===== config.mk =====
export PLATFORM = sky130hd
export DESIGN_NAME = if_id_fetch_queue
export DESIGN_NICKNAME = d
export VERILOG_FILES = /design/src/rtl/if_id_fetch_queue.sv
export SDC_FILE = /design/constraint.sdc
export NUM_CORES = 1
export LEC_CHECK = 0
export ABC_AREA = 1
export BUFFER_PORTS_ARGS = -buffer_cell sky130_fd_sc_hd__buf_2
export CAP_MARGIN = 20
export CORE_MARGIN = 5
export CORE_UTILIZATION = 53
export CTS_BUF_LIST = sky130_fd_sc_hd__clkbuf_2
export CTS_CLUSTER_DIAMETER = 40
export CTS_CLUSTER_SIZE = 40
export DETAILED_ROUTE_END_ITERATION = 10
export PLACE_DENSITY = 0.75
export SETUP_SLACK_MARGIN = 0.1
export SLEW_MARGIN = 10
export SYNTH_ARGS = -nofsm -noshare
export SYNTH_HDL_FRONTEND = slang
export SYNTH_SLANG_ARGS = --single-unit

===== constraint.sdc =====
create_clock -name clk -period 5.4 [get_ports clk]
set_input_delay 0.27 -clock clk [delete_from_list [all_inputs] [get_ports clk]]
set_output_delay 0.27 -clock clk [all_outputs]
set_load 0.005 [all_outputs]

===== src/rtl/if_id_fetch_queue.sv =====
// IF/ID decoupling queue: buffers {PC, instr} pairs from fetch and presents the oldest to decode.
// Optional misaligned-PC tagging (AdEL) is enabled by defining IFQ_ADEL_EN.
module if_id_fetch_queue #(
  parameter int DEPTH = 4,
  parameter int WIDTH = 32
) (
  input  logic                       clk,
  input  logic                       rst,
  input  logic                       flush,
  input  logic                       fetch_valid,
  input  logic [WIDTH-1:0]           fetch_pc,
  input  logic [WIDTH-1:0]           fetch_instr,
  output logic                       fetch_ready,
  output logic                       id_valid,
  input  logic                       id_ready,
  output logic [WIDTH-1:0]           id_pc,
  output logic [WIDTH-1:0]           id_instr,
`ifdef IFQ_ADEL_EN
  output logic                       id_adel,
`endif
  output logic [$clog2(DEPTH):0]     count
);

  localparam int PW = $clog2(DEPTH);
  localparam int CW = PW + 1;

  logic [PW-1:0] wr_ptr_q, wr_ptr_d;
  logic [PW-1:0] rd_ptr_q, rd_ptr_d;
  logic [CW-1:0] count_q, count_d;

  logic [WIDTH-1:0] pc_mem    [DEPTH];
  logic [WIDTH-1:0] instr_mem [DEPTH];
  logic [WIDTH-1:0] instr_wr;

  logic full, empty, push, pop;

  assign full  = (count_q == CW'(DEPTH));
  assign empty = (count_q == '0);

  // Flush suppresses both sides so nothing from the squashed path is consumed or kept.
  assign push = fetch_valid & ~full & ~flush;
  assign pop  = ~empty & id_ready & ~flush;

`ifdef IFQ_ADEL_EN
  logic adel_mem [DEPTH];
  logic adel_wr;

  // A misaligned fetch carries a NOP; ID raises AdEL using id_pc as BadVAddr.
  assign adel_wr  = (fetch_pc[1:0] != 2'b00);
  assign instr_wr = adel_wr ? '0 : fetch_instr;

  always_ff @(posedge clk) begin
    if (push) begin
      adel_mem[wr_ptr_q] <= adel_wr;
    end
  end

  assign id_adel = ~empty & adel_mem[rd_ptr_q];
`else
  assign instr_wr = fetch_instr;
`endif

  always_comb begin
    wr_ptr_d = wr_ptr_q;
    rd_ptr_d = rd_ptr_q;
    count_d  = count_q;
    if (flush) begin
      wr_ptr_d = '0;
      rd_ptr_d = '0;
      count_d  = '0;
    end else begin
      if (push) begin
        wr_ptr_d = wr_ptr_q + 1'b1;
      end
      if (pop) begin
        rd_ptr_d = rd_ptr_q + 1'b1;
      end
      if (push && !pop) begin
        count_d = count_q + CW'(1);
      end else if (pop && !push) begin
        count_d = count_q - CW'(1);
      end
    end
  end

  always_ff @(posedge clk) begin
    if (rst) begin
      wr_ptr_q <= '0;
      rd_ptr_q <= '0;
      count_q  <= '0;
    end else begin
      wr_ptr_q <= wr_ptr_d;
      rd_ptr_q <= rd_ptr_d;
      count_q  <= count_d;
    end
  end

  // Storage is never reset; the head outputs are gated by !empty instead.
  always_ff @(posedge clk) begin
    if (push) begin
      pc_mem[wr_ptr_q]    <= fetch_pc;
      instr_mem[wr_ptr_q] <= instr_wr;
    end
  end

  assign fetch_ready = ~full;
  assign id_valid    = ~empty;
  assign id_pc       = empty ? '0 : pc_mem[rd_ptr_q];
  assign id_instr    = empty ? '0 : instr_mem[rd_ptr_q];
  assign count       = count_q;

endmodule

Yosys cells after proc, flatten, opt, wreduce, memory -nomap -nowiden
Memory sizes are Yosys's and may differ from the RTL's. A register that Yosys moved wholly into a read port is not among the register bits.
Cells that the tools add are included.
{"block": "totals", "memories": 2, "mem_bits_rw": 256, "output_inout_bits": 69, "input_bits": 69, "register_bits": 7, "word_cells": 34}
{"name": "instr_mem", "words": 4, "word_bits": 32, "rd": 1, "rd_clocked_by_memory_dff": 1, "write_ports": 1, "line_no": "32", "source": "logic [WIDTH-1:0] instr_mem [DEPTH];"}
{"name": "pc_mem", "words": 4, "word_bits": 32, "rd": 1, "rd_clocked_by_memory_dff": 1, "write_ports": 1, "line_no": "31", "source": "logic [WIDTH-1:0] pc_mem [DEPTH];"}
{"block": "classes", "bitwise": 7, "n_reduce_logical": 7, "n_addsub": 4, "muxes": 10, "eq_ne": 1}
{"cell": "32-bit two-way mux", "count": 2}
{"cell": "2-bit two-way mux", "count": 4}
{"cell": "3-bit two-way mux", "count": 2}
{"cell": "2-bit by 1-bit adder with 2-bit output (second input constant)", "count": 2}
{"cell": "1-bit AND", "count": 4}
{"cell": "3-bit by 1-bit adder with 3-bit output (second input constant)", "count": 1}
{"cell": "3-bit equality test (second input constant)", "count": 1}
{"cell": "3-bit logical NOT", "count": 1}
{"cell": "1-bit NOT", "count": 3}
{"cell": "3-bit by 1-bit subtractor with 3-bit output (second input constant)", "count": 1}
{"cell": "1-bit logical AND", "count": 2}
{"cell": "1-bit logical NOT", "count": 2}
{"cell": "1-bit two-way mux", "count": 2}
{"cell": "2-bit nonzero test", "count": 1}
{"cell": "2-bit OR reduction", "count": 1}

Longest topological paths before layout
{"block": "depth", "depth_word": 8, "mapped_depth": 13, "mapped_depth_nobuf": 13}

Least setup slack after synthesis
Ideal clock, no wire load.
{"block": "synth_timing", "path_kind": "reg2reg", "start": "reg count_q[0], in the netlist count[0]", "end": "mem instr_mem[0][0], enable pin", "path_slack_ps": 1511, "stages_incl_launch_ff": 5, "t_arrival_ps": 3402, "cell_sequence": "dfxtp_1 > nor2_1 > nand2_1 > nand2_1 > nor2_1"}
{"block": "synth_between", "elab_chain_cells": 6}
{"element": "start: declaration", "line_no": "29", "source": "logic [CW-1:0] count_q, count_d;"}
{"element": "start signal: assignment", "line_no": "94", "source": "count_q <= count_d;"}
{"element": "3-bit equality test", "line_no": "37", "source": "assign full = (count_q == CW'(DEPTH));"}
{"element": "1-bit NOT"}
{"element": "net fetch_ready", "line_no": "13", "source": "output logic fetch_ready,"}
{"element": "1-bit AND (2 in a row)", "line_no": "41", "source": "assign push = fetch_valid & ~full & ~flush;"}
{"element": "1-bit two-way mux", "line_no": "100", "source": "if (push) begin"}
{"element": "1-bit two-way mux (implied by the code)", "line_no": "102", "source": "instr_mem[wr_ptr_q] <= instr_wr;"}
{"element": "end: declaration", "line_no": "32"}
The timed path passes the listed nets, and every way through them passes these cells.

==> results.ini <==
[placement]
hpwl_um = 12010
placedInstanceArea_um2 = 11240
place.gp.congestion = 0.7151
place_ws_ps = 2573
port_buffers = 137
post-place-cells = 1191

[grt]
grt.overflow.total = 0
grt_pass1_vias = 6834
track_usage_pct = 19.85
grt_pass1_wl_um = 34850
grt_max_degree = 105
antenna_found_initial = 1

[min_path]
hp-class = input pin to flip-flop
hold_depth = 2
whs_endpoint = instr_mem[2][7]
worstHoldStart = fetch_instr[7]

[detailed_routing]
drc_errors = 0
vias = 6836
postRouteAntennaNets = 0
drtIter0Drc = 398
routedWlPerCell_um = 16.81
routed_wl_um = 22220
dr.pass1.iters = 5
vias_per_cell = 5.171

[critical_path]
worstPathRequired_ps = 5130
critPathCaptureType = output pin
ff2ff_setup_slack_ps = 2610
critPathLaunchType = flip-flop
rr_worst_depth = 5
regToRegStartpoint = count[0]
crit_type = flip-flop to output pin
arrival_ps = 3260
timing.rr.end = pc_mem[2][31]
path_max_fanout = 65

[sta]
worst_slew_pin_slew_ps = 1102
tns_ps = 0
skew_ps = 89.83
rsz0062_at_grt = false
final_max_slew_viol_count = 0
max_freq_mhz = 283.3
final-setup-viol-count = 0
post-route-min-period_ps = 3530
finalCritPeriodShare_pct = 65.38
timing.final.hold_violations = 0
slew_headroom_pct = 26.55
layout_setup_ws_ps = 1870

[final_layout]
final_common_cell = nor2_1
final_cell_area_um2 = 12380
layoutNonFillerInstCount = 1322
fin_nets = 1108
final_cell_mix = 267 x nor2_1, 256 x edfxtp_1, 137 x buf_2
area_growth_pct = 18.82
drive_gt1_share_pct = 20.17
nFillCells = 1486

[die]
die_area_um2 = 22560
die_h_um = 150.2
die_w_um = 150.2
start_util_pct = 53.71
core_um2 = 19400
std_cell_rows = 51
ioPinCount = 138

[power_and_ir_drop]
p_total_mw = 3.663
power_density_nw_per_um2 = 295.9
vdd_drop_max_mv = 0.1951
p_leak_nw = 4.577

[logic_synthesis]
syn_nets = 902
avgSynthCellArea_um2 = 12.60
syn_area_um2 = 10420
yosysSeqAreaShare_pct = 75.51
ys_ff_latch = 265
syn_inst = 827
yosysWarnings = 0
ys_types = 19

[cts]
cts_tree = built
clock_latency_ps = 770
cts_root_buffer = clkbuf_2
clockBufferDepth = 3
numCtsBuffers = 34
cts_htree_levels = 2
clk_pin_slew_worst_paths_ps = 240
cts.sinks = 265

[job]
maxCapViolCount = 0

[outcome]
status = complete, no violations

[where the power goes]
part / leakage [nW] / internal (mW) / switching (mW)
Clock: 0.273 / 0.394 / 0.706
Combinational: 1.91 / 0.110 / 0.152
Sequential: 2.40 / 2.29 / 0.0101
Total: 4.58 / 2.79 / 0.868
[final cells by class]
class,count,area (um2),area share [%]
Sequential cell,265,7873,63.59
Multi-Input combinational cell,496,2211,17.86
Timing Repair Buffer,217,1474,11.91
Tap cell,265,331.6,2.678
Clock buffer,42,210.2,1.698
Clock inverter,17,205.2,1.658
Inverter,19,72.57,0.5862
Antenna cell,1,2.502,0.02021
[Yosys cell counts (all sizes together)]
| library cell | n | area, um2 |
|---|---|---|
| edfxtp | 256 | 7687 |
| nand3 | 4 | 20.02 |
| buf | 36 | 257.8 |
| o21ai | 128 | 640.6 |
| nand3b | 1 | 7.510 |
| dfxtp | 9 | 180.2 |
| a21oi | 68 | 340.3 |
| xor2 | 1 | 8.760 |
| clkbuf | 11 | 41.29 |
| ha | 5 | 62.56 |
| nor2 | 271 | 1017 |
| fa | 1 | 20.02 |
| nand2 | 17 | 63.81 |
| inv | 19 | 71.32 |
[worst max path at each step]
| stage | slack [ps] | end |
|---|---|---|
| 2_1_floorplan | 1510 | instr_mem[0][0] |
| 3_3_place_gp | 2640 | instr_mem[0][23] |
| 3_5_place_dp | 2570 | instr_mem[0][23] |
| 4_1_cts | 1780 | id_pc[20] |
| 5_1_grt | 1560 | id_instr[26] |
| 6_report | 1870 | id_pc[20] |
[critical path: stages (launching register included)]
cell,delay (ps)
dfxtp_2,350
buf_4,640
inv_2,510
buf_4,420
nor2_1,140
o21ai_0,80
a21oi_1,220
buf_2,160
[what timing repair did]
item | 4_1_cts | 5_1_grt
hold buffers | 70 | 0
gates resized for setup | 0 | 0
buffers inserted | 0 | 0
endpoints found under the hold margin | 265 | 0
[routing by layer]
metal	up-vias	global-route usage [%]	wire length, um
li1	3329	-	-
met1	3280	26.02	9389
met2	198	33.79	11050
met3	29	4.335	1422
met4	0	5.489	359
met5	-	0	0
[registers in the layout, indices dropped and copies added (netlist names), named ones only]
name,cells
count,3
wr_ptr_q,2
pc_mem,128
rd_ptr_q,2
instr_mem,128
[through the flow]
stage / utilization (%) / hold slack [ps]
global placement: 57.95 / 480.3
CTS: 63.70 / 135.1
finish: 63.82 / 231.2
floorplan: - / 368.9
detailed placement: 57.95 / 485.4
global route: 63.82 / 125.8
[logic make-up (layout without fill, tap and decap cells)]
kind of cell             after synthesis  after routing  share of synthesized area (%)
buffers and inverters                 66            295                          3.555
XOR/XNOR                               1              1                        0.08408
AO/OA/AOI/OAI                        196            196                          9.415
other                                  0              1                              0
flip-flops                           265            265                          75.51
adder cells (fa/ha/maj)                6              6                         0.7926
AND/OR/NAND/NOR                      293            293                          10.64
(Power assumes the default switching activity.)
